### src/rtl/vga_rx_capture.sv
// rtl/vga_rx_capture.sv - VGA sink: timing lock, 2x decimating capture, frame checksum
//
// Taps a VGA pin stream on clk_vga, locks onto the nominal line/frame timing,
// decimates the 2x-upscaled active picture to CAP_W x CAP_H and emits capture
// buffer writes plus per-frame checksum and timing status.
//
// Ports:
//   clk_vga, reset       pixel clock, synchronous active-high reset
//   vga_hsync/vga_vsync  active-low syncs
//   vga_r/vga_g/vga_b    4-bit colour components
//   cap_we/addr/data     capture write strobe, {y,x} address, {r,g,b} data
//   frame_done/sum       one-cycle pulse and checksum of a completed frame
//   locked, timing_err   lock status and one-cycle violation pulse
//   line_period          last hsync-fall-to-hsync-fall period (saturating)
//   frame_lines          last line count between vsync falls (saturating)
module vga_rx_capture #(
  parameter int H_PERIOD    = 800,
  parameter int H_SYNC      = 96,
  parameter int H_ACT_START = 208,
  parameter int V_PERIOD    = 525,
  parameter int V_SYNC      = 2,
  parameter int V_ACT_START = 35,
  parameter int CAP_W       = 256,
  parameter int CAP_H       = 240
) (
  input  logic        clk_vga,
  input  logic        reset,
  input  logic        vga_hsync,
  input  logic        vga_vsync,
  input  logic [3:0]  vga_r,
  input  logic [3:0]  vga_g,
  input  logic [3:0]  vga_b,
  output logic        cap_we,
  output logic [15:0] cap_addr,
  output logic [11:0] cap_data,
  output logic        frame_done,
  output logic [15:0] frame_sum,
  output logic        locked,
  output logic        timing_err,
  output logic [9:0]  line_period,
  output logic [9:0]  frame_lines
);

  localparam logic [9:0]  SAT     = 10'h3FF;
  localparam logic [9:0]  L_HPER  = 10'(H_PERIOD);
  localparam logic [9:0]  L_HSYNC = 10'(H_SYNC);
  localparam logic [9:0]  L_VPER  = 10'(V_PERIOD);
  localparam logic [9:0]  L_VSYNC = 10'(V_SYNC);
  localparam logic [10:0] L_HACT  = 11'(H_ACT_START);
  localparam logic [10:0] L_VACT  = 11'(V_ACT_START);
  localparam logic [10:0] L_CW2   = 11'(2 * CAP_W);
  localparam logic [10:0] L_CH2   = 11'(2 * CAP_H);
  localparam logic [10:0] L_XLAST = 11'(2 * CAP_W - 2);
  localparam logic [10:0] L_YLAST = 11'(2 * CAP_H - 2);

  typedef enum logic [1:0] {S_HUNT, S_LOCKING, S_LOCKED} state_t;

  state_t      state;
  logic        hs_prev;   // previous hsync pin sample
  logic        vs_line;   // vsync sampled on the last hpos=0 cycle
  logic [9:0]  hpos;
  logic [9:0]  vpos;
  logic [11:0] pix_q;     // colour sample aligned with hpos/vpos
  logic [15:0] acc;
  logic        last_wr;

  function automatic logic [9:0] sat_inc(input logic [9:0] v);
    return (v == SAT) ? v : v + 10'd1;
  endfunction

  logic        hs_fall, hs_rise, vs_fall, vs_rise;
  logic [9:0]  hpos_inc, vpos_inc;
  logic        err;
  logic [10:0] x_full, y_full;
  logic        pix_hit;

  always_comb begin
    hs_fall  = hs_prev & ~vga_hsync;
    hs_rise  = ~hs_prev & vga_hsync;
    vs_fall  = hs_fall & vs_line & ~vga_vsync;
    vs_rise  = hs_fall & ~vs_line & vga_vsync;
    hpos_inc = sat_inc(hpos);
    vpos_inc = sat_inc(vpos);
    // hpos_inc/vpos_inc are the values the counters take on this sample,
    // i.e. the ending-line period on a fall and the new position otherwise.
    err = (state != S_HUNT) &&
          ((hs_fall && (hpos_inc != L_HPER)) ||
           (hs_rise && (hpos_inc != L_HSYNC)) ||
           (!hs_fall && (hpos != SAT) && (hpos_inc == SAT)) ||
           (vs_rise && (vpos_inc != L_VSYNC)) ||
           (vs_fall && (vpos_inc != L_VPER)));
    // Capture decision runs one stage after the counters, on registered
    // hpos/vpos/pix_q, giving the two-register pin-to-write latency.
    x_full  = {1'b0, hpos} - L_HACT;
    y_full  = {1'b0, vpos} - L_VACT;
    pix_hit = (state == S_LOCKED) &&
              ({1'b0, hpos} >= L_HACT) && (x_full < L_CW2) && !x_full[0] &&
              ({1'b0, vpos} >= L_VACT) && (y_full < L_CH2) && !y_full[0];
  end

  always_ff @(posedge clk_vga) begin
    if (reset) begin
      state       <= S_HUNT;
      hs_prev     <= 1'b0;
      vs_line     <= 1'b0;
      hpos        <= '0;
      vpos        <= '0;
      pix_q       <= '0;
      acc         <= '0;
      last_wr     <= 1'b0;
      cap_we      <= 1'b0;
      cap_addr    <= '0;
      cap_data    <= '0;
      frame_done  <= 1'b0;
      frame_sum   <= '0;
      locked      <= 1'b0;
      timing_err  <= 1'b0;
      line_period <= '0;
      frame_lines <= '0;
    end else begin
      hs_prev <= vga_hsync;
      pix_q   <= {vga_r, vga_g, vga_b};

      if (hs_fall) begin
        hpos        <= '0;
        vs_line     <= vga_vsync;
        vpos        <= vs_fall ? 10'd0 : vpos_inc;
        line_period <= hpos_inc;
        if (vs_fall) frame_lines <= vpos_inc;
      end else begin
        hpos <= hpos_inc;
      end

      timing_err <= err;

      unique case (state)
        S_HUNT:    if (vs_fall) state <= S_LOCKING;
        S_LOCKING: if (err) state <= S_HUNT;
                   else if (vs_fall) state <= S_LOCKED;
        S_LOCKED:  if (err) state <= S_HUNT;
        default:   state <= S_HUNT;
      endcase

      // Lags the state by one cycle so it drops the cycle after timing_err.
      locked <= (state == S_LOCKED);

      cap_we <= pix_hit;
      if (pix_hit) begin
        cap_addr <= {y_full[8:1], x_full[8:1]};
        cap_data <= pix_q;
      end

      if (vs_fall)      acc <= '0;
      else if (pix_hit) acc <= acc + {4'h0, pix_q};

      last_wr    <= pix_hit && (x_full == L_XLAST) && (y_full == L_YLAST);
      // Lock is only (re)acquired at a vsync fall, so a last-pixel write in
      // LOCKED implies the whole frame was captured under lock.
      frame_done <= last_wr && (state == S_LOCKED);
      if (last_wr && (state == S_LOCKED)) frame_sum <= acc;
    end
  end

endmodule

### config.mk
export PLATFORM = sky130hd
export DESIGN_NAME = vga_rx_capture
export DESIGN_NICKNAME = d
export VERILOG_FILES = /design/src/rtl/vga_rx_capture.sv
export SDC_FILE = /design/constraint.sdc
export NUM_CORES = 1
export LEC_CHECK = 0
export BUFFER_PORTS_ARGS = -buffer_cell sky130_fd_sc_hd__clkbuf_2
export CAP_MARGIN = 20
export CORE_MARGIN = 5
export CORE_UTILIZATION = 62
export CTS_CLUSTER_SIZE = 20
export DETAILED_ROUTE_END_ITERATION = 10
export PLACE_DENSITY_LB_ADDON = 0.2
export RECOVER_POWER = 25
export SLEW_MARGIN = 10
export SYNTH_ARGS = -nofsm -noshare
export SYNTH_HDL_FRONTEND = slang
export SYNTH_SLANG_ARGS = --single-unit
export TNS_END_PERCENT = 1
### constraint.sdc
create_clock -name clk_vga -period 5.3 [get_ports clk_vga]
set_clock_uncertainty 0.1 [all_clocks]
set_input_delay 0.265 -clock clk_vga [delete_from_list [all_inputs] [get_ports clk_vga]]
set_output_delay 0.265 -clock clk_vga [all_outputs]
set_load 0.01 [all_outputs]
# Word level (Yosys, flattened, before mapping)

Index checks and enable logic that the tools add are counted.

$add $sub $neg: 5
$lt $le $gt $ge: 4
Equality and inequality tests: 15
Muxes and demuxes: 8
Bitwise logic cells: 10
Reductions and logical operators: 29

Operator list:

| kind                                                                            | count |
|---|---|
| 10-bit == test (second input constant)                                          | 3 |
| 10-bit 2-to-1 mux                                                               | 3 |
| 10-bit != test (second input constant)                                          | 3 |
| 11-bit by 9-bit == test with 1-bit output (second input constant)               | 2 |
| 10-bit by 1-bit adder with 10-bit output (second input constant)                | 2 |
| 16-bit by 12-bit adder with 16-bit output                                       | 1 |
| 1-bit logical AND                                                               | 16 |
| 11-bit by 10-bit less-than comparator with 1-bit output (second input constant) | 1 |
| 11-bit by 9-bit less-than comparator with 1-bit output (second input constant)  | 1 |
| 10-bit by 6-bit subtractor with 11-bit output (second input constant)           | 1 |
| 10-bit by 8-bit subtractor with 11-bit output (second input constant)           | 1 |
| 10-bit by 6-bit >= comparator with 1-bit output (second input constant)         | 1 |
| 10-bit by 8-bit >= comparator with 1-bit output (second input constant)         | 1 |
| 10-bit by 2-bit != test with 1-bit output (second input constant)               | 1 |
| 10-bit by 7-bit != test with 1-bit output (second input constant)               | 1 |
| 2-bit 2-to-1 mux                                                                | 4 |
| 1-bit AND                                                                       | 6 |
| 2-bit one-hot mux with 3 select lines                                           | 1 |
| 1-bit logical OR                                                                | 4 |
| 2-bit != test (second input constant)                                           | 2 |
| 1-bit inverter                                                                  | 4 |
| 2-bit OR reduction                                                              | 2 |
| 1-bit logical NOT                                                               | 3 |
| 3-bit != test (second input constant)                                           | 1 |
| other kinds (6)                                                                 | 6 |

Flip-flop bits (word level): 121
Bits of input ports: 16
Output and inout port bits: 68
Logic and storage cells: 88

# Longest topological paths before layout

Depth in word-level cells: 11
Gate-level depth with buffers: 10
Depth with buffers taken out: 10

# Worst setup path after synthesis

OpenSTA, ideal clock, no wires.

Kind: register to register
From: register vpos[1]
To: register cap_addr[7]
Library setup time: 0.128 ns
Arrival time: 2.598 ns
Required time: 5.072 ns
Path slack: 2.475 ns
Cell stages (with the launch flop): 11
Buffers on the path: 3
Clock period less this slack: 2.825 ns
Path through: dfxtp_1 ha_1 buf_2 o41ai_4 mux2_2 a2111oi_4 and3_1 buf_6 buf_6 mux2i_1 nor2_1

Word-level cells in the longest chain between the ends: 4
Elaborated cells on any way between the ends: 6
Those cells by class: 1 x add/sub; 2 x order compare; 3 x reduce/logical

RTL lines:

| what                                                                                                                    | line   | RTL |
|---|---|---|
| start, declared                                                                                                         | 62     | `logic [9:0] vpos;` |
| start signal, assigned                                                                                                  | 127    | `vpos <= vs_fall ? 10'd0 : vpos_inc;` |
| 10-bit by 6-bit subtractor with 11-bit output / 10-bit by 6-bit >= comparator with 1-bit output (equally long branches) | 95, 98 |  |
| 11-bit by 9-bit less-than comparator with 1-bit output / 1-bit logical AND (equally long branches)                      | 98, 97 |  |
| 1-bit logical AND (*) (2 in a row)                                                                                      | 98     | `({1'b0, vpos} >= L_VACT) && (y_full < L_CH2) && !y_full[0];` |
| end signal, assigned                                                                                                    | 149    | `cap_addr <= {y_full[8:1], x_full[8:1]};` |
| end, declared                                                                                                           | 34     | `output logic [15:0] cap_addr,` |

Every way passes the cells marked *; elsewhere a longest branch is shown, timed or not.
A chain may end at the register's enable or synchronous reset.

# Final worst setup path

From: register vpos[0]
To: register cap_data[0]

Word-level cells in the longest chain between the ends: 4
Elaborated cells on any way between the ends: 7
Those cells by class: 1 x add/sub; 2 x order compare; 4 x reduce/logical

RTL lines:

| what                                                                                                                    | line   | RTL |
|---|---|---|
| 10-bit by 6-bit subtractor with 11-bit output / 10-bit by 6-bit >= comparator with 1-bit output (equally long branches) | 95, 98 |  |
| 11-bit by 9-bit less-than comparator with 1-bit output / 1-bit logical AND (equally long branches)                      | 98, 97 |  |
| 1-bit logical AND                                                                                                       | 98     |  |
| 1-bit logical AND (*)                                                                                                   | 98     |  |
| end signal, assigned                                                                                                    | 150    | `cap_data <= pix_q;` |
| end, declared                                                                                                           | 35     | `output logic [11:0] cap_data,` |

Marks and branches as above.

==> results.cfg <==
[place]
io_buffers = 83
pre_cts_ws_ns = 1.64
dp.final_hpwl_mm = 10.1
globalplace.congestion = 0.925

[synth]
yosys_warnings = 0
ys_types = 60
yosysMostFrequentCell = dfxtp_1
synth_common_cells = 121 x dfxtp_1, 87 x nand2_1, 84 x nor2_1
synth_ff_type = dfxtp_1
post_synth_instance_area_mm2 = 0.00574
yosysTopAreaCellShare = 0.422
yosysTopAreaCell = dfxtp_1
syn_inst = 676
synth_fp_nets = 712
synth_area_leaders = dfxtp_1 42%, nand2_1 5.7%, nor2_1 5.5%, ha_1 4.1%, a21oi_1 3.9%
synth_async_sr_flop_share = 0
synth_edf_count = 0
synth-seq-cells = 121
avgSynthCellArea_um2 = 8.49
seq_area_frac_synth = 0.422

[floorplan]
die_area_mm2 = 0.0113
core_mm2 = 0.00915
initial_core_util = 0.627
boundaryPins = 84
die_w_um = 106
die_h_um = 106
row_count = 35

[worst_setup_path]
critPathArrivalTime_ns = 4.00
required_ns = 5.52
critPathMaxFanout = 23
start_kind = flop
critPathCaptureType = flop
cpMaxStageDelayCell = and3_2
critPathKind = reg2reg
cpLargestDelayFamily = compound AO/OA/AOI/OAI gates
max_stage_delay_ns = 0.62
r2r_slack_ns = 1.52
cp_cell_sequence = ha_1 > o41ai_4 > mux2_2 > a2111oi_4 > and3_2 > buf_4 > mux2i_1 > nor2_1
cp.buffers_inverters = 1

[worst_hold_path]
hp-class = reg2reg

[sta]
finalHoldViolations = 0
drv_slew = 84
setup_ws_ns = 1.52
rsz0062_at_grt = false
fin_tns_setup_ns = 0
tightestPinTransition_ns = 1.98
fin_crit_ns = 3.78
fmax_ghz = 0.265
hold_ws_ns = 0.350
period_share = 0.712
setup_viol = 0
slew_headroom = -0.321

[power_and_ir_drop]
leakagePower_nw = 2.60
peakVddDrop_mv = 0.213
p_per_area_mw_per_mm2 = 312
power_mw = 2.11

[run_status]
violations = capacitance limit, slew limit
outcome = complete, but fails checks

[detailed_routing]
route.met3.wl_mm = 1.04
drt_iter0_drc = 290
drcViolationCount = 0
wirelength_mm = 14.8
vias = 5162
vias_per_cell = 5.89
ant_nets = 0
first_pass_iters = 5
dr_wl_met2_mm = 7.17
top_layer = met4
wl_per_cell_um = 16.9
met1Wirelength_mm = 6.36

[clocking]
cts_hold_buf = 14
post_cts_resized = 0
cts_tree = done
root_buffer = clkbuf_8
clockBufferDepth = 2
htreeDepth = 4
cts_setup_buffers = 0
clk_pin_slew_ns = 0.07
insertion_delay_ns = 0.52
cts_buffers = 17
cts.sinks = 121

[global_route]
grt-ovfl-total = 0
grt_start_max_net_pins = 45
track_usage = 0.273
grt_pass1_vias = 5068
grt_pass1_wl_mm = 24.9
antenna_found_initial = 0

[cells_and_area]
antenna_cells = 0
final_core_util = 0.740
fin_nets = 788
drive_gt1_frac = 0.137
syn2layout_area_growth_pct = 18.0

[job]
drv_cap = 2
[registers in the layout, summed over array words and instances (netlist names), 2 cells and up]
register and cells:
state 2, vpos 10, frame_sum 16, line_period 10
acc 16, frame_lines 10, cap_addr 16, cap_data 12
pix_q 12, hpos 10
[through the flow]
step / instance area (um^2) / instances
3_3_place_gp: 6100 / 829
5_1_grt: 6780 / 876
2_1_floorplan: 5740 / 676
6_report: 6780 / 876
3_5_place_dp: 6100 / 829
4_1_cts: 6810 / 875
[worst paths after layout]
check	from	to	cells past startpoint
max reg2reg	vpos[0]	cap_data[0]	8
max	vpos[0]	cap_data[0]	8
min reg2reg	frame_lines[3]	frame_lines[3]	2
min	frame_lines[3]	frame_lines[3]	2
[final cells by class]
type | count | area (um^2)
clock buffers | 17 | 414
clock inverters | 15 | 154
fillers | 721 | 2380
inverters | 19 | 71.3
multi-input cells | 493 | 3040
flip-flops and latches | 121 | 2420
well taps | 111 | 139
repair buffers | 100 | 533
[tightest hold or removal path: stages (launching register included)]
cell and delay, ns:
dfxtp_1 0.32, nand2_1 0.04, o21ai_0 0.05
[placed cells by master (no fill, tap or decap), drive strengths merged, types with 5 or more instances in the layout]
master,Yosys,final
inv,19,27
xnor2,13,13
clkbuf,29,101
nand2,87,87
nor2,84,84
xor2,8,8
a211oi,11,11
or3,5,5
dfxtp,121,121
nor3,16,16
clkinv,0,5
nand3b,8,8
nor2b,20,20
mux2i,22,22
or2,6,6
o31ai,5,5
a21oi,45,45
and2,10,10
nand4,11,11
o21ai,30,30
and3,8,8
dlygate4sd3,0,14
ha,19,19
nand3,15,15
a22o,12,12
[routing by layer]
metal  vias to the layer above  track usage
met1                      2423        0.351
met4                         0       0.0823
met5                         -            0
li1                       2516            -
met2                       197        0.455
met3                        26       0.0674
[kinds of logic after synthesis]
logic type,share of synthesized area
adders and majority gates,0.0449
AOI/OAI and AO/OA,0.175
xor gates and xnor gates,0.0320
and+or+nand+nor,0.238
buffers and inverters,0.0484
DFF,0.422
muxes,0.0403
[report_power, final]
part	switching, mW	total, mW	internal (mW)	leakage, nW
sequential	0.0121	0.931	0.919	0.979
clock	0.470	1.11	0.638	0.279
combinational	0.0444	0.0748	0.0304	1.34
total	0.526	2.11	1.59	2.60
No activity file was read; power rests on OpenSTA's default activity.
